[src/rtl/wb_pkg.sv]
// Shared widths and the writeback source select encoding for the register file write path.
package wb_pkg;
    localparam int DATA_W   = 16;
    localparam int ADDR_W   = 3;
    localparam int NUM_REGS = 1 << ADDR_W;

    typedef enum logic [1:0] {
        WB_NONE,
        WB_MEM,
        WB_HOLD,
        WB_EX
    } wb_src_t;
endpackage

[src/rtl/wb_scoreboard.sv]
// Per-register pending-write scoreboard and issue stall (RAW on sources, WAW on destination).
// With WB_BYPASS_EN, a register committing this cycle no longer blocks its readers.
module wb_scoreboard #(
    parameter int ADDR_W   = wb_pkg::ADDR_W,
    parameter int NUM_REGS = wb_pkg::NUM_REGS
) (
    input  logic                clk,
    input  logic                rst,
    input  logic                iss_valid,
    input  logic                iss_wr,
    input  logic [ADDR_W-1:0]   iss_dst,
    input  logic [ADDR_W-1:0]   iss_src1,
    input  logic [ADDR_W-1:0]   iss_src2,
    input  logic                rf_we,
    input  logic [ADDR_W-1:0]   rf_waddr,
    output logic                iss_stall,
    output logic [NUM_REGS-1:0] busy_vec
);
    import wb_pkg::*;

    logic [NUM_REGS-1:0] busy_q;
    logic [NUM_REGS-1:0] busy_d;
    logic [NUM_REGS-1:0] wr_mask;
    logic [NUM_REGS-1:0] src_busy;

    always_comb begin
        wr_mask = '0;
        if (rf_we) begin
            wr_mask[rf_waddr] = 1'b1;
        end
`ifdef WB_BYPASS_EN
        src_busy = busy_q & ~wr_mask;
`else
        src_busy = busy_q;
`endif
        // WAW always sees the unmasked vector so a register never has two writes in flight.
        iss_stall = iss_valid & (src_busy[iss_src1] | src_busy[iss_src2] |
                                 (iss_wr & busy_q[iss_dst]));
        busy_d = busy_q & ~wr_mask;
        if (iss_valid && iss_wr && !iss_stall) begin
            busy_d[iss_dst] = 1'b1;
        end
    end

    always_ff @(posedge clk) begin
        if (rst) begin
            busy_q <= '0;
        end else begin
            busy_q <= busy_d;
        end
    end

    assign busy_vec = busy_q;
endmodule

[src/rtl/regfile_wb_arbiter.sv]
// Sequences MEM, held-ALU and ALU writebacks onto the single register file write port (MEM > HOLD > EX).
// Optional WB_BYPASS_EN forwards the in-flight write to the decode operand reads.
module regfile_wb_arbiter #(
    parameter int DATA_W   = wb_pkg::DATA_W,
    parameter int ADDR_W   = wb_pkg::ADDR_W,
    parameter int NUM_REGS = wb_pkg::NUM_REGS
) (
    input  logic                clk,
    input  logic                rst,
    input  logic                iss_valid,
    input  logic                iss_wr,
    input  logic [ADDR_W-1:0]   iss_dst,
    input  logic [ADDR_W-1:0]   iss_src1,
    input  logic [ADDR_W-1:0]   iss_src2,
    output logic                iss_stall,
    input  logic                ex_valid,
    input  logic [ADDR_W-1:0]   ex_addr,
    input  logic [DATA_W-1:0]   ex_data,
    output logic                ex_ready,
    input  logic                mem_valid,
    input  logic [ADDR_W-1:0]   mem_addr,
    input  logic [DATA_W-1:0]   mem_data,
    output logic                rf_we,
    output logic [ADDR_W-1:0]   rf_waddr,
    output logic [DATA_W-1:0]   rf_wdata,
    input  logic [ADDR_W-1:0]   rd_addr1,
    input  logic [ADDR_W-1:0]   rd_addr2,
    input  logic [DATA_W-1:0]   rf_rdata1,
    input  logic [DATA_W-1:0]   rf_rdata2,
    output logic [DATA_W-1:0]   rd_data1,
    output logic [DATA_W-1:0]   rd_data2,
    output logic [NUM_REGS-1:0] busy_vec
);
    import wb_pkg::*;

    wb_src_t             wb_sel;
    logic                hold_v_q,    hold_v_d;
    logic [ADDR_W-1:0]   hold_addr_q, hold_addr_d;
    logic [DATA_W-1:0]   hold_data_q, hold_data_d;
    logic                rf_we_q,     rf_we_d;
    logic [ADDR_W-1:0]   rf_waddr_q,  rf_waddr_d;
    logic [DATA_W-1:0]   rf_wdata_q,  rf_wdata_d;

    assign ex_ready = !hold_v_q;

    always_comb begin
        if (mem_valid) begin
            wb_sel = WB_MEM;
        end else if (hold_v_q) begin
            wb_sel = WB_HOLD;
        end else if (ex_valid) begin
            wb_sel = WB_EX;
        end else begin
            wb_sel = WB_NONE;
        end

        hold_v_d    = hold_v_q;
        hold_addr_d = hold_addr_q;
        hold_data_d = hold_data_q;
        // An accepted ALU result that loses to MEM is parked; hold drains only when MEM is idle.
        if (!hold_v_q && mem_valid && ex_valid) begin
            hold_v_d    = 1'b1;
            hold_addr_d = ex_addr;
            hold_data_d = ex_data;
        end else if (hold_v_q && !mem_valid) begin
            hold_v_d = 1'b0;
        end

        rf_we_d    = (wb_sel != WB_NONE);
        rf_waddr_d = rf_waddr_q;
        rf_wdata_d = rf_wdata_q;
        case (wb_sel)
            WB_MEM: begin
                rf_waddr_d = mem_addr;
                rf_wdata_d = mem_data;
            end
            WB_HOLD: begin
                rf_waddr_d = hold_addr_q;
                rf_wdata_d = hold_data_q;
            end
            WB_EX: begin
                rf_waddr_d = ex_addr;
                rf_wdata_d = ex_data;
            end
            default: begin
            end
        endcase
    end

    always_ff @(posedge clk) begin
        if (rst) begin
            hold_v_q    <= 1'b0;
            hold_addr_q <= '0;
            hold_data_q <= '0;
            rf_we_q     <= 1'b0;
            rf_waddr_q  <= '0;
            rf_wdata_q  <= '0;
        end else begin
            hold_v_q    <= hold_v_d;
            hold_addr_q <= hold_addr_d;
            hold_data_q <= hold_data_d;
            rf_we_q     <= rf_we_d;
            rf_waddr_q  <= rf_waddr_d;
            rf_wdata_q  <= rf_wdata_d;
        end
    end

    assign rf_we    = rf_we_q;
    assign rf_waddr = rf_waddr_q;
    assign rf_wdata = rf_wdata_q;

`ifdef WB_BYPASS_EN
    assign rd_data1 = (rf_we_q && (rf_waddr_q == rd_addr1)) ? rf_wdata_q : rf_rdata1;
    assign rd_data2 = (rf_we_q && (rf_waddr_q == rd_addr2)) ? rf_wdata_q : rf_rdata2;
`else
    logic unused_rd_addr;
    assign unused_rd_addr = ^{rd_addr1, rd_addr2};
    assign rd_data1 = rf_rdata1;
    assign rd_data2 = rf_rdata2;
`endif

    wb_scoreboard #(
        .ADDR_W   (ADDR_W),
        .NUM_REGS (NUM_REGS)
    ) u_scoreboard (
        .clk       (clk),
        .rst       (rst),
        .iss_valid (iss_valid),
        .iss_wr    (iss_wr),
        .iss_dst   (iss_dst),
        .iss_src1  (iss_src1),
        .iss_src2  (iss_src2),
        .rf_we     (rf_we_q),
        .rf_waddr  (rf_waddr_q),
        .iss_stall (iss_stall),
        .busy_vec  (busy_vec)
    );
endmodule
[config.mk]
export PLATFORM = sky130hd
export DESIGN_NAME = regfile_wb_arbiter
export DESIGN_NICKNAME = d
export VERILOG_FILES = /design/src/rtl/wb_pkg.sv /design/src/rtl/wb_scoreboard.sv /design/src/rtl/regfile_wb_arbiter.sv
export SDC_FILE = /design/constraint.sdc
export NUM_CORES = 1
export LEC_CHECK = 0
export BUFFER_PORTS_ARGS = -buffer_cell sky130_fd_sc_hd__buf_2
export CELL_PAD_IN_SITES_DETAIL_PLACEMENT = 0
export CELL_PAD_IN_SITES_GLOBAL_PLACEMENT = 2
export CORE_MARGIN = 4
export CORE_UTILIZATION = 25
export DETAILED_ROUTE_END_ITERATION = 8
export GPL_TIMING_DRIVEN = 1
export PLACE_DENSITY = 0.88
export SYNTH_ARGS = -nofsm -noshare
export SYNTH_HDL_FRONTEND = slang
export SYNTH_HIERARCHICAL = 1
export SYNTH_SLANG_ARGS = --single-unit
[constraint.sdc]
create_clock -name clk -period 3.8 [get_ports clk]
set_input_delay 0.19 -clock clk [delete_from_list [all_inputs] [get_ports clk]]
set_output_delay 0.19 -clock clk [all_outputs]
set_load 0.01 [all_outputs]
# Yosys cells after proc, flatten, opt, wreduce, memory -nomap -nowiden
# Cells that the tools add are included.
[word_totals] in_bits=91 elab_cells=55 regBits=48
[classes] n_reduce_logical=13 mux=19 eq_ne=3 bitwise=7 order_cmp=6
[op_table] cell="16-bit one-hot mux with 3 select lines" n=1
[op_table] cell="3-bit by 4-bit < comparator with 1-bit output, second input constant" n=4
[op_table] cell="8-bit 2-to-1 mux" n=2
[op_table] cell="1-bit binary-select mux with 3-bit select" n=3
[op_table] cell="3-bit one-hot mux with 3 select lines" n=1
[op_table] cell="8-bit AND" n=1
[op_table] cell="8-bit inverter" n=1
[op_table] cell="8-bit bitwise OR" n=1
[op_table] cell="1-bit logical AND" n=7
[op_table] cell="1-bit 2-to-1 mux" n=7
[op_table] cell="1-bit demux with 3-bit select" n=2
[op_table] cell="3-bit by 1-bit greater-or-equal comparator with 1-bit output, second input constant" n=2
[op_table] cell="2-bit 2-to-1 mux" n=3
[op_table] cell="2-bit equality test, second input constant" n=2
[op_table] cell="2-bit nonzero test" n=2
[op_table] cell="1-bit zero test" n=3
[op_table] cell="3-bit nonzero test" n=1
[op_table] cell="1-bit AND" n=2
[op_table] cell="2-bit by 1-bit equality test with 1-bit output, second input constant" n=1
[op_table] cell="1-bit bitwise OR" n=2

# Depth between registers and ports, before layout
[depth] ltp_word=9 depth_mapped=6

# Cells and area by module
# Netlist, hierarchy kept.
[modules_own_cells] mod="regfile_wb_arbiter" cells_each=237 seq_area_each_um2=800.8 area_each_um2=1988.2 instances=1
[modules_own_cells] mod="wb_scoreboard" cells_each=64 seq_area_each_um2=160.2 area_each_um2=631.9 instances=1

# Worst setup path before layout
# No wires, ideal clock.
[synth_path] kind="flip-flop to output port" startpoint="reg u_scoreboard.busy_q[7] (netlist: u_scoreboard/busy_vec[7])" endpoint="out iss_stall" t_arrival_ns=1.298 n_path_buf=0 stages_incl_launch_ff=4 slack_ns=2.312 cell_sequence="dfxtp_1 mux2i_1 mux4_2 a31oi_1"
[synth_via] elab_chain_cells=5 elab_cells_between_ends=10 cone_classes="6 x mux; 4 x bitwise"
[synth_rtl] element="from (decl)" line="wb_scoreboard.sv:21" source="logic [NUM_REGS-1:0] busy_q;"
[synth_rtl] element="from (signal assigned)" line="wb_scoreboard.sv:49" source="busy_q <= busy_d;"
[synth_rtl] element="1-bit binary-select mux with 3-bit select, on equally long branches" line="wb_scoreboard.sv:37, wb_scoreboard.sv:38"
[synth_rtl] element="1-bit 2-to-1 mux, on equally long branches" line="wb_scoreboard.sv:37, wb_scoreboard.sv:38"
[synth_rtl] element="1-bit bitwise OR or 1-bit AND (tied branches)" line="wb_scoreboard.sv:37, wb_scoreboard.sv:38"
[synth_rtl] element="1-bit bitwise OR (*)" line="wb_scoreboard.sv:37" source="iss_stall = iss_valid & (src_busy[iss_src1] | src_busy[iss_src2] |"
[synth_rtl] element="1-bit AND (*)" line="wb_scoreboard.sv:37"
[synth_rtl] element="to (decl)" line="regfile_wb_arbiter.sv:15" source="output logic iss_stall,"
# Every way passes the cells marked *; elsewhere a longest branch is shown, timed or not. The select of a mux whose other input is x is not followed.

# Worst setup path in the final report
[layout_path] startpoint="reg u_scoreboard.busy_q[2] (netlist: u_scoreboard/busy_vec[2])" endpoint="out iss_stall"
# Same word-level chain as after synthesis.

==> run_results.csv <==
group,metric,value,unit
setup_path,crit_fanout,6,
die,start_util,25.5,%
sta,slew_headroom,37.2,%
logic_synthesis,synth_mux_area_share,8.45,%
sta,skew,4.01,ps
sta,tns,0,ps
clock_network,postCtsHoldBufs,0,
logic_synthesis,ys_warn_count,6,
setup_path,critPathCaptureType,"primary output",
global_route,grt_pass1_vias,2204,
logic_synthesis,synth_area_leaders,"dfxtp_1, buf_4, nand2_1, nor2_1, a21oi_1",
die,die_area,12200,um2
setup_path,worstPathRequired,3610,ps
logic_synthesis,synth_top_area_share,36.7,%
logic_synthesis,post_synth_fa_ha_maj_area_fraction,0,%
sta,slew_violations,0,
logic_synthesis,syn_nets,392,
clock_network,cts_tree,"yes",
logic_synthesis,synth-seq-cells,48,
setup_path,start_kind,"flip-flop",
sta,whs,133,ps
place,io_buffer_count,82,
global_route,grt.busiest_layer,"met2",
layout,post-route-util,28.7,%
drt,drc,0,
logic_synthesis,yosys_most_used_dff,"dfxtp_1",
sta,hold_viol_final,0,
sta,period_share,50.8,%
die,core-area,10300,um2
drt,ant_nets,0,
run_status,status,"finished, final reports clean",
power_and_ir_drop,p_leak,1.25,nW
logic_synthesis,synth_edf_count,0,
die,fp-row-count,37,
clock_network,numClockSinks,48,
global_route,antenna_found_initial,2,
die,pin_count,153,
drt,via_per_inst,4.71,
logic_synthesis,yosysUniqueCellTypes,39,
clock_network,h-tree-depth,2,
logic_synthesis,synth_compound_area_share,21.3,%
logic_synthesis,synth_top_cell_by_area,"dfxtp_1",
clock_network,cts_buffers,5,
die,die_h,110,um
global_route,grt_max_degree,44,
place,dpl_worst_slack,2020,ps
setup_path,worstPathArrival,1740,ps
logic_synthesis,syn_area,2620,um2
logic_synthesis,synthCells,301,
layout,drive_gt1_share,32.8,%
clock_network,cts_resized,0,
drt,routed_wl,6920,um
global_route,grt_use_met2,19.6,%
global_route,use_met3,3.55,%
logic_synthesis,synthArstFlopShare,0,%
power_and_ir_drop,ir_drop,0.208,mV
clock_network,root_buffer,"clkbuf_8",
job,drv_cap,0,
logic_synthesis,yosys.area_share.xor_xnor,0,%
setup_path,crit_type,"reg -> out",
place,dp.cells,466,
sta,grt_setup_unrepaired,"false",
clock_network,cts_setup_buffers,0,
die,die_w,110,um
global_route,grtUsageTotal,11.4,%
layout,areaGrowthSynthToFinish,12.5,%
logic_synthesis,ys_seq_area_share,36.7,%
logic_synthesis,yosys.area_share.simple,18.5,%
clock_network,path_clk_slew,90,ps
drt,vias,2232,
place,place.gp.congestion,0.702,
global_route,grt_pass1_wl,10900,um
clock_network,clockBufferDepth,2,
clock_network,clock_latency,290,ps
sta,fmax,518,MHz
drt,post_drt_wl_per_cell,14.6,um
drt,drtIter0Drc,110,
sta,tightest_slew,942,ps
drt,drt_pre_antenna_iters,4,
sta,setup_viol,0,
layout,antenna_cells,0,
global_route,overflow,0,
logic_synthesis,avgSynthCellArea,8.70,um2
layout,stdcell_count,474,
sta,finalWorstSetupSlack,1870,ps
layout,fin_nets,428,
logic_synthesis,synth_top_family_by_area,"compound AO/OA/AOI/OAI gates",
min_path,hp-class,"in -> reg",
place,dpl.hpwl,4830,um
global_route,grt_util_met1,13.8,%
sta,period_minus_slack,1930,ps
power_and_ir_drop,power.density,386,nW/um2
-- synth_stat cells (2+ instances only) --
library cell	instances
a2111oi_1	8
a2111oi_2	6
a211oi_1	5
a21oi_1	20
buf_2	5
buf_4	34
buf_6	4
clkbuf_1	7
dfxtp_1	48
inv_1	3
mux2i_1	9
mux4_1	2
mux4_2	2
nand2_1	47
nand2b_1	4
nand3b_1	2
nand4_2	2
nor2_1	36
o211ai_1	12
o21ai_1	8
o22ai_1	14
o311ai_0	2
or3b_2	5
-- final cells by class --
class                           count  area, um2
Fill cell                        1147       7330
Multi-Input combinational cell    196       1260
Sequential cell                    48        961
Timing Repair Buffer               82        410
Tap cell                          136        170
Clock buffer                        7       96.3
Clock inverter                      1       30.0
Inverter                            4       15.0
-- state kept, by name, indices dropped and copies added (netlist names) --
signal                 cells
hold_v_q                   1
hold_data_q               16
u_scoreboard/busy_vec      8
rf_we                      1
hold_addr_q                3
rf_wdata                  16
rf_waddr                   3
-- metal layers --
| layer | vias to the layer above | routed length, um |
|---|---|---|
| met4 | 4 | 38 |
| met2 | 77 | 3280 |
| li1 | 1115 | - |
| met3 | 12 | 563 |
| met1 | 1024 | 3020 |
| met5 | - | 20 |
-- final timing paths --
path,startpoint,end,slack [ps],cells after the start
worst max register to register,hold_v_q,rf_waddr[2],2030,3
worst min-delay path,ex_data[6],hold_data_q[6],130,3
worst max-delay path,u_scoreboard/busy_vec[2],iss_stall,1870,4
worst min register to register,hold_data_q[14],hold_data_q[14],460,2
-- power breakdown --
group / internal [W] / switching (W)
logic: 0.0000785 / 0.000104
clock network: 0.000232 / 0.000170
registers: 0.000532 / 0.0000195
-- layout by cell type (no fill, tap or decap), types with 2 or more instances in the layout --
cell type,n
a2111oi_1,8
a2111oi_2,6
a211oi_1,5
a21oi_1,20
buf_2,82
clkbuf_8,7
dfxtp_1,48
inv_1,3
mux2i_1,9
mux4_1,2
mux4_2,2
nand2_1,47
nand2b_1,4
nand3b_1,2
nand4_2,2
nor2_1,36
o211ai_1,12
o21ai_1,8
o22ai_1,14
o311ai_0,2
or3b_2,5
-- cell families (layout without fill, tap and decap cells) --
kind of cell | count (synthesis) | in the layout
and+or+nand+nor | 104 | 104
AOI/OAI and AO/OA | 77 | 77
buffers and inverters | 57 | 94
DFF | 48 | 48
muxes | 15 | 15
-- critical path, cell delays in order (launching register included) --
cell and delay (ps):
dfxtp_1 380, mux4_1 580, mux2i_4 230, a31oi_1 100, buf_2 150
-- per-stage QoR --
step	power, W	cell area, um2
floorplan	0.000715	2620
global placement	0.000745	2820
detailed placement	0.000749	2820
CTS	0.00116	2950
global route	0.00120	2950
finish	0.00114	2950
Note: power is estimated with default switching activity, not from simulation.
